### src/rtl/vga_line_prefetch_if.sv
`default_nettype none
// ============================================================================
// Module   : vga_line_prefetch_if
// Purpose  : Beam position, frame-memory read port and pixel output bundle
//            of the VGA line prefetcher.
// Revision : 1.0 - initial release
// ============================================================================
interface vga_line_prefetch_if #(
  parameter int ADDR_W = 18
);
  logic [9:0]        pixel_x;
  logic [9:0]        pixel_y;
  logic              video_on;
  logic [ADDR_W-1:0] mem_addr;
  logic [7:0]        mem_data;
  logic [7:0]        pixel_color;
  logic              pixel_valid;
  logic              fetch_busy;
  logic              underrun;

  // Prefetcher side
  modport slave (
    input  pixel_x, pixel_y, video_on, mem_data,
    output mem_addr, pixel_color, pixel_valid, fetch_busy, underrun
  );

  // Beam generator / memory / printer side
  modport master (
    output pixel_x, pixel_y, video_on, mem_data,
    input  mem_addr, pixel_color, pixel_valid, fetch_busy, underrun
  );
endinterface
`default_nettype wire

### src/rtl/vga_line_prefetch.sv
`default_nettype none
// ============================================================================
// Module   : vga_line_prefetch
// Purpose  : Fetches one image row per display line into a ping-pong line
//            buffer one line ahead of the beam and serves pixels from it.
//            Image row r always lives in buffer r[0].
// Revision : 1.0 - initial release
// ============================================================================
module vga_line_prefetch #(
  parameter int                IMG_W     = 256,
  parameter int                IMG_H     = 256,
  parameter int                X0        = 192,
  parameter int                Y0        = 112,
  parameter int                ADDR_W    = 18,
  parameter logic [ADDR_W-1:0] BASE_ADDR = '0,
  parameter int                MEM_LAT   = 1
) (
  input  wire logic          vga_clk,
  input  wire logic          rst,
  vga_line_prefetch_if.slave bus
);

  localparam int c_COL_W = $clog2(IMG_W);
  localparam int c_ROW_W = (IMG_H > 1) ? $clog2(IMG_H) : 1;
  localparam int c_DC_W  = (MEM_LAT > 1) ? $clog2(MEM_LAT) : 1;

  typedef enum logic [1:0] {
    S_IDLE  = 2'd0,
    S_REQ   = 2'd1,
    S_DRAIN = 2'd2
  } state_t;

  state_t               r_state, w_state_nx;
  logic [c_COL_W-1:0]   r_col, w_col_nx;
  logic [c_ROW_W-1:0]   r_tr, w_tr_nx;
  logic [c_DC_W-1:0]    r_dcnt, w_dcnt_nx;
  logic                 w_tag_clr, w_tag_set;

  logic [1:0]           r_tagv;
  logic [c_ROW_W-1:0]   r_tag [2];

  logic                 r_pv [MEM_LAT];
  logic [c_COL_W-1:0]   r_pc [MEM_LAT];

  logic [7:0]           r_ram [2*IMG_W];
  logic [7:0]           r_rd;
  logic                 r_valid;
  logic                 r_und;

  // Fetch trigger: start of a line whose successor is an image row
  logic [10:0]          w_ny;
  logic                 w_trig;
  logic [c_ROW_W-1:0]   w_trow;

  assign w_ny   = {1'b0, bus.pixel_y} + 11'd1;
  assign w_trig = (bus.pixel_x == 10'd0) && (w_ny >= 11'(Y0)) && (w_ny < 11'(Y0 + IMG_H));
  assign w_trow = c_ROW_W'(w_ny - 11'(Y0));

  // Display window and tag match for the row under the beam
  logic [10:0]          w_x11, w_y11;
  logic                 w_win, w_hit;
  logic [c_ROW_W-1:0]   w_row;
  logic [c_COL_W-1:0]   w_xo;

  assign w_x11 = {1'b0, bus.pixel_x};
  assign w_y11 = {1'b0, bus.pixel_y};
  assign w_win = bus.video_on
              && (w_x11 >= 11'(X0)) && (w_x11 < 11'(X0 + IMG_W))
              && (w_y11 >= 11'(Y0)) && (w_y11 < 11'(Y0 + IMG_H));
  assign w_row = c_ROW_W'(bus.pixel_y - 10'(Y0));
  assign w_xo  = c_COL_W'(bus.pixel_x - 10'(X0));
  assign w_hit = w_win && r_tagv[w_row[0]] && (r_tag[w_row[0]] == w_row);

  // Row-times-width is a plain concatenation since IMG_W is a power of two
  logic [ADDR_W-1:0]    w_addr;
  assign w_addr = BASE_ADDR + ADDR_W'({r_tr, r_col});

  // FSM state and fetch counters
  always_ff @(posedge vga_clk or negedge rst) begin
    if (!rst) begin
      r_state <= S_IDLE;
      r_col   <= '0;
      r_tr    <= '0;
      r_dcnt  <= '0;
    end else begin
      r_state <= w_state_nx;
      r_col   <= w_col_nx;
      r_tr    <= w_tr_nx;
      r_dcnt  <= w_dcnt_nx;
    end
  end

  // FSM next state: issue IMG_W addresses, then wait out the read latency
  always_comb begin
    w_state_nx = r_state;
    w_col_nx   = r_col;
    w_tr_nx    = r_tr;
    w_dcnt_nx  = r_dcnt;
    w_tag_clr  = 1'b0;
    w_tag_set  = 1'b0;
    case (r_state)
      S_IDLE: begin
        if (w_trig) begin
          w_tr_nx    = w_trow;
          w_col_nx   = '0;
          w_tag_clr  = 1'b1;
          w_state_nx = S_REQ;
        end
      end
      S_REQ: begin
        w_col_nx = r_col + c_COL_W'(1);
        if (r_col == c_COL_W'(IMG_W - 1)) begin
          w_dcnt_nx  = '0;
          w_state_nx = S_DRAIN;
        end
      end
      S_DRAIN: begin
        w_dcnt_nx = r_dcnt + c_DC_W'(1);
        if (r_dcnt == c_DC_W'(MEM_LAT - 1)) begin
          w_tag_set  = 1'b1;
          w_state_nx = S_IDLE;
        end
      end
      default: w_state_nx = S_IDLE;
    endcase
  end

  // Row tags: invalidated when a refill starts, published once the last byte lands
  always_ff @(posedge vga_clk or negedge rst) begin
    if (!rst) begin
      r_tagv   <= 2'b00;
      r_tag[0] <= '0;
      r_tag[1] <= '0;
    end else begin
      if (w_tag_clr) r_tagv[w_trow[0]] <= 1'b0;
      if (w_tag_set) begin
        r_tagv[r_tr[0]] <= 1'b1;
        r_tag[r_tr[0]]  <= r_tr;
      end
    end
  end

  // Read-latency pipeline pairing each returning byte with its column
  always_ff @(posedge vga_clk or negedge rst) begin
    if (!rst) begin
      for (int i = 0; i < MEM_LAT; i++) begin
        r_pv[i] <= 1'b0;
        r_pc[i] <= '0;
      end
    end else begin
      r_pv[0] <= (r_state == S_REQ);
      r_pc[0] <= r_col;
      for (int i = 1; i < MEM_LAT; i++) begin
        r_pv[i] <= r_pv[i-1];
        r_pc[i] <= r_pc[i-1];
      end
    end
  end

  // Line buffer RAM: one fill port, one registered display read port
  always_ff @(posedge vga_clk) begin
    if (r_pv[MEM_LAT-1]) r_ram[{r_tr[0], r_pc[MEM_LAT-1]}] <= bus.mem_data;
    r_rd <= r_ram[{w_row[0], w_xo}];
  end

  // Pixel qualifier and sticky underrun (display miss or refill overlap)
  always_ff @(posedge vga_clk or negedge rst) begin
    if (!rst) begin
      r_valid <= 1'b0;
      r_und   <= 1'b0;
    end else begin
      r_valid <= w_hit;
      if ((w_win && !w_hit) || (w_trig && (r_state != S_IDLE))) r_und <= 1'b1;
    end
  end

  assign bus.mem_addr    = (r_state == S_REQ) ? w_addr : BASE_ADDR;
  assign bus.pixel_color = r_valid ? r_rd : 8'd0;
  assign bus.pixel_valid = r_valid;
  assign bus.fetch_busy  = (r_state != S_IDLE);
  assign bus.underrun    = r_und;

endmodule
`default_nettype wire

### src/flat_wrapper.sv
// flat-port wrapper written by rule: the top's interface ports become plain ports
module vga_line_prefetch_flat 
#(
  parameter int                IMG_W     = 256,
  parameter int                IMG_H     = 256,
  parameter int                X0        = 192,
  parameter int                Y0        = 112,
  parameter int                ADDR_W    = 18,
  parameter logic [ADDR_W-1:0] BASE_ADDR = '0,
  parameter int                MEM_LAT   = 1
)
  (vga_clk, rst, bus_pixel_x, bus_pixel_y, bus_video_on, bus_mem_data, bus_mem_addr, bus_pixel_color, bus_pixel_valid, bus_fetch_busy, bus_underrun);
  vga_line_prefetch_if #(.ADDR_W(ADDR_W)) bus_i ();
  input  wire logic vga_clk;
  input  wire logic rst;
  input wire logic [$bits(bus_i.pixel_x)-1:0] bus_pixel_x;
  input wire logic [$bits(bus_i.pixel_y)-1:0] bus_pixel_y;
  input wire logic [$bits(bus_i.video_on)-1:0] bus_video_on;
  input wire logic [$bits(bus_i.mem_data)-1:0] bus_mem_data;
  output wire logic [$bits(bus_i.mem_addr)-1:0] bus_mem_addr;
  output wire logic [$bits(bus_i.pixel_color)-1:0] bus_pixel_color;
  output wire logic [$bits(bus_i.pixel_valid)-1:0] bus_pixel_valid;
  output wire logic [$bits(bus_i.fetch_busy)-1:0] bus_fetch_busy;
  output wire logic [$bits(bus_i.underrun)-1:0] bus_underrun;
  assign bus_i.pixel_x = bus_pixel_x;
  assign bus_i.pixel_y = bus_pixel_y;
  assign bus_i.video_on = bus_video_on;
  assign bus_i.mem_data = bus_mem_data;
  assign bus_mem_addr = bus_i.mem_addr;
  assign bus_pixel_color = bus_i.pixel_color;
  assign bus_pixel_valid = bus_i.pixel_valid;
  assign bus_fetch_busy = bus_i.fetch_busy;
  assign bus_underrun = bus_i.underrun;
  vga_line_prefetch #(.IMG_W(IMG_W), .IMG_H(IMG_H), .X0(X0), .Y0(Y0), .ADDR_W(ADDR_W), .BASE_ADDR(BASE_ADDR), .MEM_LAT(MEM_LAT)) u_core (.vga_clk(vga_clk), .rst(rst), .bus(bus_i));
endmodule
### config.mk
export PLATFORM = sky130hd
export DESIGN_NAME = vga_line_prefetch_flat
export DESIGN_NICKNAME = d
export VERILOG_FILES = /design/src/rtl/vga_line_prefetch_if.sv /design/src/rtl/vga_line_prefetch.sv /design/src/flat_wrapper.sv
export SDC_FILE = /design/constraint.sdc
export NUM_CORES = 2
export LEC_CHECK = 0
export ABC_AREA = 0
export CAP_MARGIN = 20
export CELL_PAD_IN_SITES_DETAIL_PLACEMENT = 0
export CELL_PAD_IN_SITES_GLOBAL_PLACEMENT = 1
export CORE_UTILIZATION = 25
export CTS_CLUSTER_DIAMETER = 80
export DETAILED_ROUTE_END_ITERATION = 12
export PLACE_DENSITY = 0.45
export SLEW_MARGIN = 20
export SYNTH_ARGS = -nofsm -noshare
export SYNTH_HDL_FRONTEND = slang
export SYNTH_SLANG_ARGS = --single-unit
### constraint.sdc
create_clock -name vga_clk -period 4.8 [get_ports vga_clk]
set_input_delay 0.48 -clock vga_clk [delete_from_list [all_inputs] [get_ports vga_clk]]
set_output_delay 0.48 -clock vga_clk [all_outputs]
set_load 0.1 [all_outputs]
==> reports/metrics.cfg <==
[outcome]
status = finished clean

[die]
core.rowCount = 293
die_area_um2 = 645100
die_y_um = 803.2
io_pins = 60
die_width_um = 803.2
start_util = 0.2516
core_area_um2 = 637900

[pwr]
p_seq_frac = 0.504
p_int_w = 0.06130
switchingPower_w = 0.01818
leakage_nw = 58.38
combPwrFrac = 0.059
clockPowerShare = 0.437
power.density_nw_per_um2 = 418.4
switching_share = 0.2287
peakVddDrop_mv = 0.3230

[finish]
stdcell_count = 16777
fill_cells = 61855
seq_area_um2 = 124400
syn2layout_area_growth_pct = 18.35
multi_input_area_um2 = 34190
finalNetCount = 8015
utilization = 0.2977
layout-drive-gt1-share = 0.2823

[grt]
grt_overflow_total = 0
grtUsageTotal = 0.1596
grt_max_degree = 161
grt_pass1_vias = 82320
antenna_found_initial = 49
grt_pass1_wl_um = 721500

[cts]
ctsResizeCount = 0
h-tree-depth = 5
numCtsBuffers = 446
cts_buffer_depth = 4
clk_latency_ns = 1.04
cts_tree = built
clockRootBuffer = clkbuf_16
cts.reportedPaths.clkPinSlew_ns = 0.06
cts_sinks = 4152

[routing]
vias = 79729
vias_per_cell = 4.752
dr.pass1.iters = 6
ant_nets = 0
drt_first_iter_violations = 7840
post-route-drc-count = 0
wl_per_cell_um = 31.49
routed_wl_um = 528300

[sta]
worstMarginPinSlew_ns = 1.195
setup-violations-final = 0
final_max_slew_viol_count = 0
whs_ns = 0.1473
rsz0062_at_grt = false
setup-tns-final_ns = 0
skew_ns = 0.09472
fin_crit_ns = 4.273
hold_violations = 0
max_freq_ghz = 0.2340
slew_headroom = 0.2015
post-route-period-util = 0.8901

[worst_setup_path]
critical_path_arrival_ns = 3.79
worstPathCellList = and2_1, clkdlybuf4s50_1
critPathLaunchType = register
worst_path_max_delay_cell = clkdlybuf4s50_1
critical_path.max_stage_delay_ns = 1.25
worstSetupEndpointType = output pin
crit_required_ns = 4.32
critical_path_peak_fanout = 9
path_class = register to output pin

[synth]
synth_cell_types = 65
dominantRegCellSynth = edfxtp_1
yosysSeqAreaShare = 0.7749
syn_area_um2 = 160500
async_reset_ff_frac = 0.01156
synth_edf_count = 4096
syn_avg_cell_area_um2 = 21.82
syn_inst = 7355
synth-seq-cells = 4152
synth_warnings = 0

[flow_run]
maxCapViolCount = 0

[place]
placed_cells = 15925
port_buffers = 57
post-dp-hpwl_um = 335300
gp_congestion = 0.7865

[worst_hold_path]
min_path_type = primary input to register

[layout make-up]
cell class | count | share of cell area
antenna | 14 | 0.0001845
clock buffer | 555 | 0.06159
clock inverter | 271 | 0.01536
inverter | 15 | 0.0003492
multi-input combinational | 2737 | 0.1800
sequential | 4152 | 0.6548
tap | 8407 | 0.05538
timing repair buffer | 626 | 0.03233
[routing by layer]
metal	up-vias	wire length (µm)	global-route usage
met5	-	36	0
met4	6	11880	0.03502
met1	44524	234800	0.2245
met2	2324	254400	0.2632
li1	32280	-	-
met3	595	27200	0.02205
[final timing paths]
| check | start | end | slack, ns | cells past startpoint |
|---|---|---|---|---|
| setup / recovery | u_core.bus.pixel_valid | bus_pixel_color[7] | 0.53 | 2 |
| hold / removal | bus_video_on | u_core.bus.pixel_valid | 0.15 | 3 |
| setup reg to reg | u_core.r_tr[0] | u_core.r_ram[357][1] | 0.82 | 6 |
| hold reg to reg | u_core.r_col[4] | u_core.r_pc[4] | 0.43 | 0 |
| max in group asynchronous | rst | u_core.r_tag[4] | 4.06 | 4 |
| min in group asynchronous | rst | u_core.r_pc[7] | 0.56 | 4 |
[what timing repair did]
item,in CTS,in global routing
setup buffers,0,0
endpoints found under the hold margin,392,0
hold buffers,12,0
[synth_stat cells (9+ instances only)]
cell type | instances | area [µm²]
nor2b_1 | 11 | 68.82
nand2_1 | 120 | 450.4
nor2_1 | 558 | 2095
mux2i_1 | 206 | 2062
a31oi_1 | 9 | 56.30
edfxtp_1 | 4096 | 123000
nor3b_1 | 10 | 75.07
mux4_2 | 1050 | 23650
nand2b_1 | 12 | 75.07
o22ai_1 | 60 | 375.4
inv_1 | 14 | 52.55
mux2_2 | 38 | 427.9
a22o_1 | 14 | 122.6
a21oi_1 | 75 | 375.4
dfrtp_1 | 48 | 1201
nand3_1 | 59 | 295.3
nor3_1 | 20 | 100.1
a2111oi_0 | 15 | 131.4
buf_2 | 134 | 670.6
o21ai_0 | 88 | 440.4
a221oi_1 | 50 | 437.9
clkbuf_1 | 206 | 773.2
and2_1 | 29 | 181.4
buf_1 | 46 | 172.7
a22oi_1 | 142 | 1066
nor4_1 | 9 | 56.30
a211oi_1 | 24 | 180.2
o221ai_1 | 21 | 183.9
a211o_1 | 9 | 78.83
buf_6 | 17 | 191.4
o211ai_1 | 10 | 75.07
xnor2_1 | 12 | 105.1
buf_4 | 49 | 367.9
[logic make-up after synthesis]
group | synth area share
AOI/OAI and AO/OA | 0.02368
xor gates and xnor gates | 0.001092
adders and majority gates | 0.0004678
buffers and inverters | 0.01391
DFF | 0.7749
muxes | 0.1629
other | 0.00002337
and+or+nand+nor | 0.02301
[power groups by stage]
stage	clock, W	sequential (W)	combinational [W]
after floorplan	0	0.0407	0.00202
after global placement	0	0.0408	0.00473
after detailed placement	0	0.0408	0.00479
after CTS	0.0354	0.0400	0.00480
after global routing	0.0368	0.0400	0.00491
final	0.0347	0.0400	0.00470
[registers in the layout, indices dropped and copies added (netlist names), 2 cells and up]
register        flops
u_core.r_ram     4096
u_core.r_tag       16
u_core.r_col        8
u_core.r_pc         8
u_core.r_rd         8
u_core.r_tr         8
u_core.r_state      2
u_core.r_tagv       2
[through the flow]
step           setup slack (ns)  area, µm²  power, W
6_report                 0.5274     189900   0.07947
2_1_floorplan             2.029     160500   0.04275
3_3_place_gp             -1.464     175100   0.04553
3_5_place_dp            -0.1813     175100   0.04558
4_1_cts                  0.3349     189900   0.08028
5_1_grt                  0.3180     189900   0.08169
[critical path: cells and delay by family (launching register included)]
family,cells,cell delay [ns]
flops,1,0.98
simple gates,1,0.50
buf+inv,1,1.25
[cell usage in the layout, fill, tap and decap left out, types with 90 or more instances in the layout]
cell type  instances
clkbuf_16        452
mux2i_1          206
buf_12            96
clkbuf_1         103
buf_4            466
edfxtp_1        4096
mux4_2          1050
nor2_1           555
a22oi_1          142
clkinv_1          90
nand2_1          106
Power figures use the tool's default switching activity.
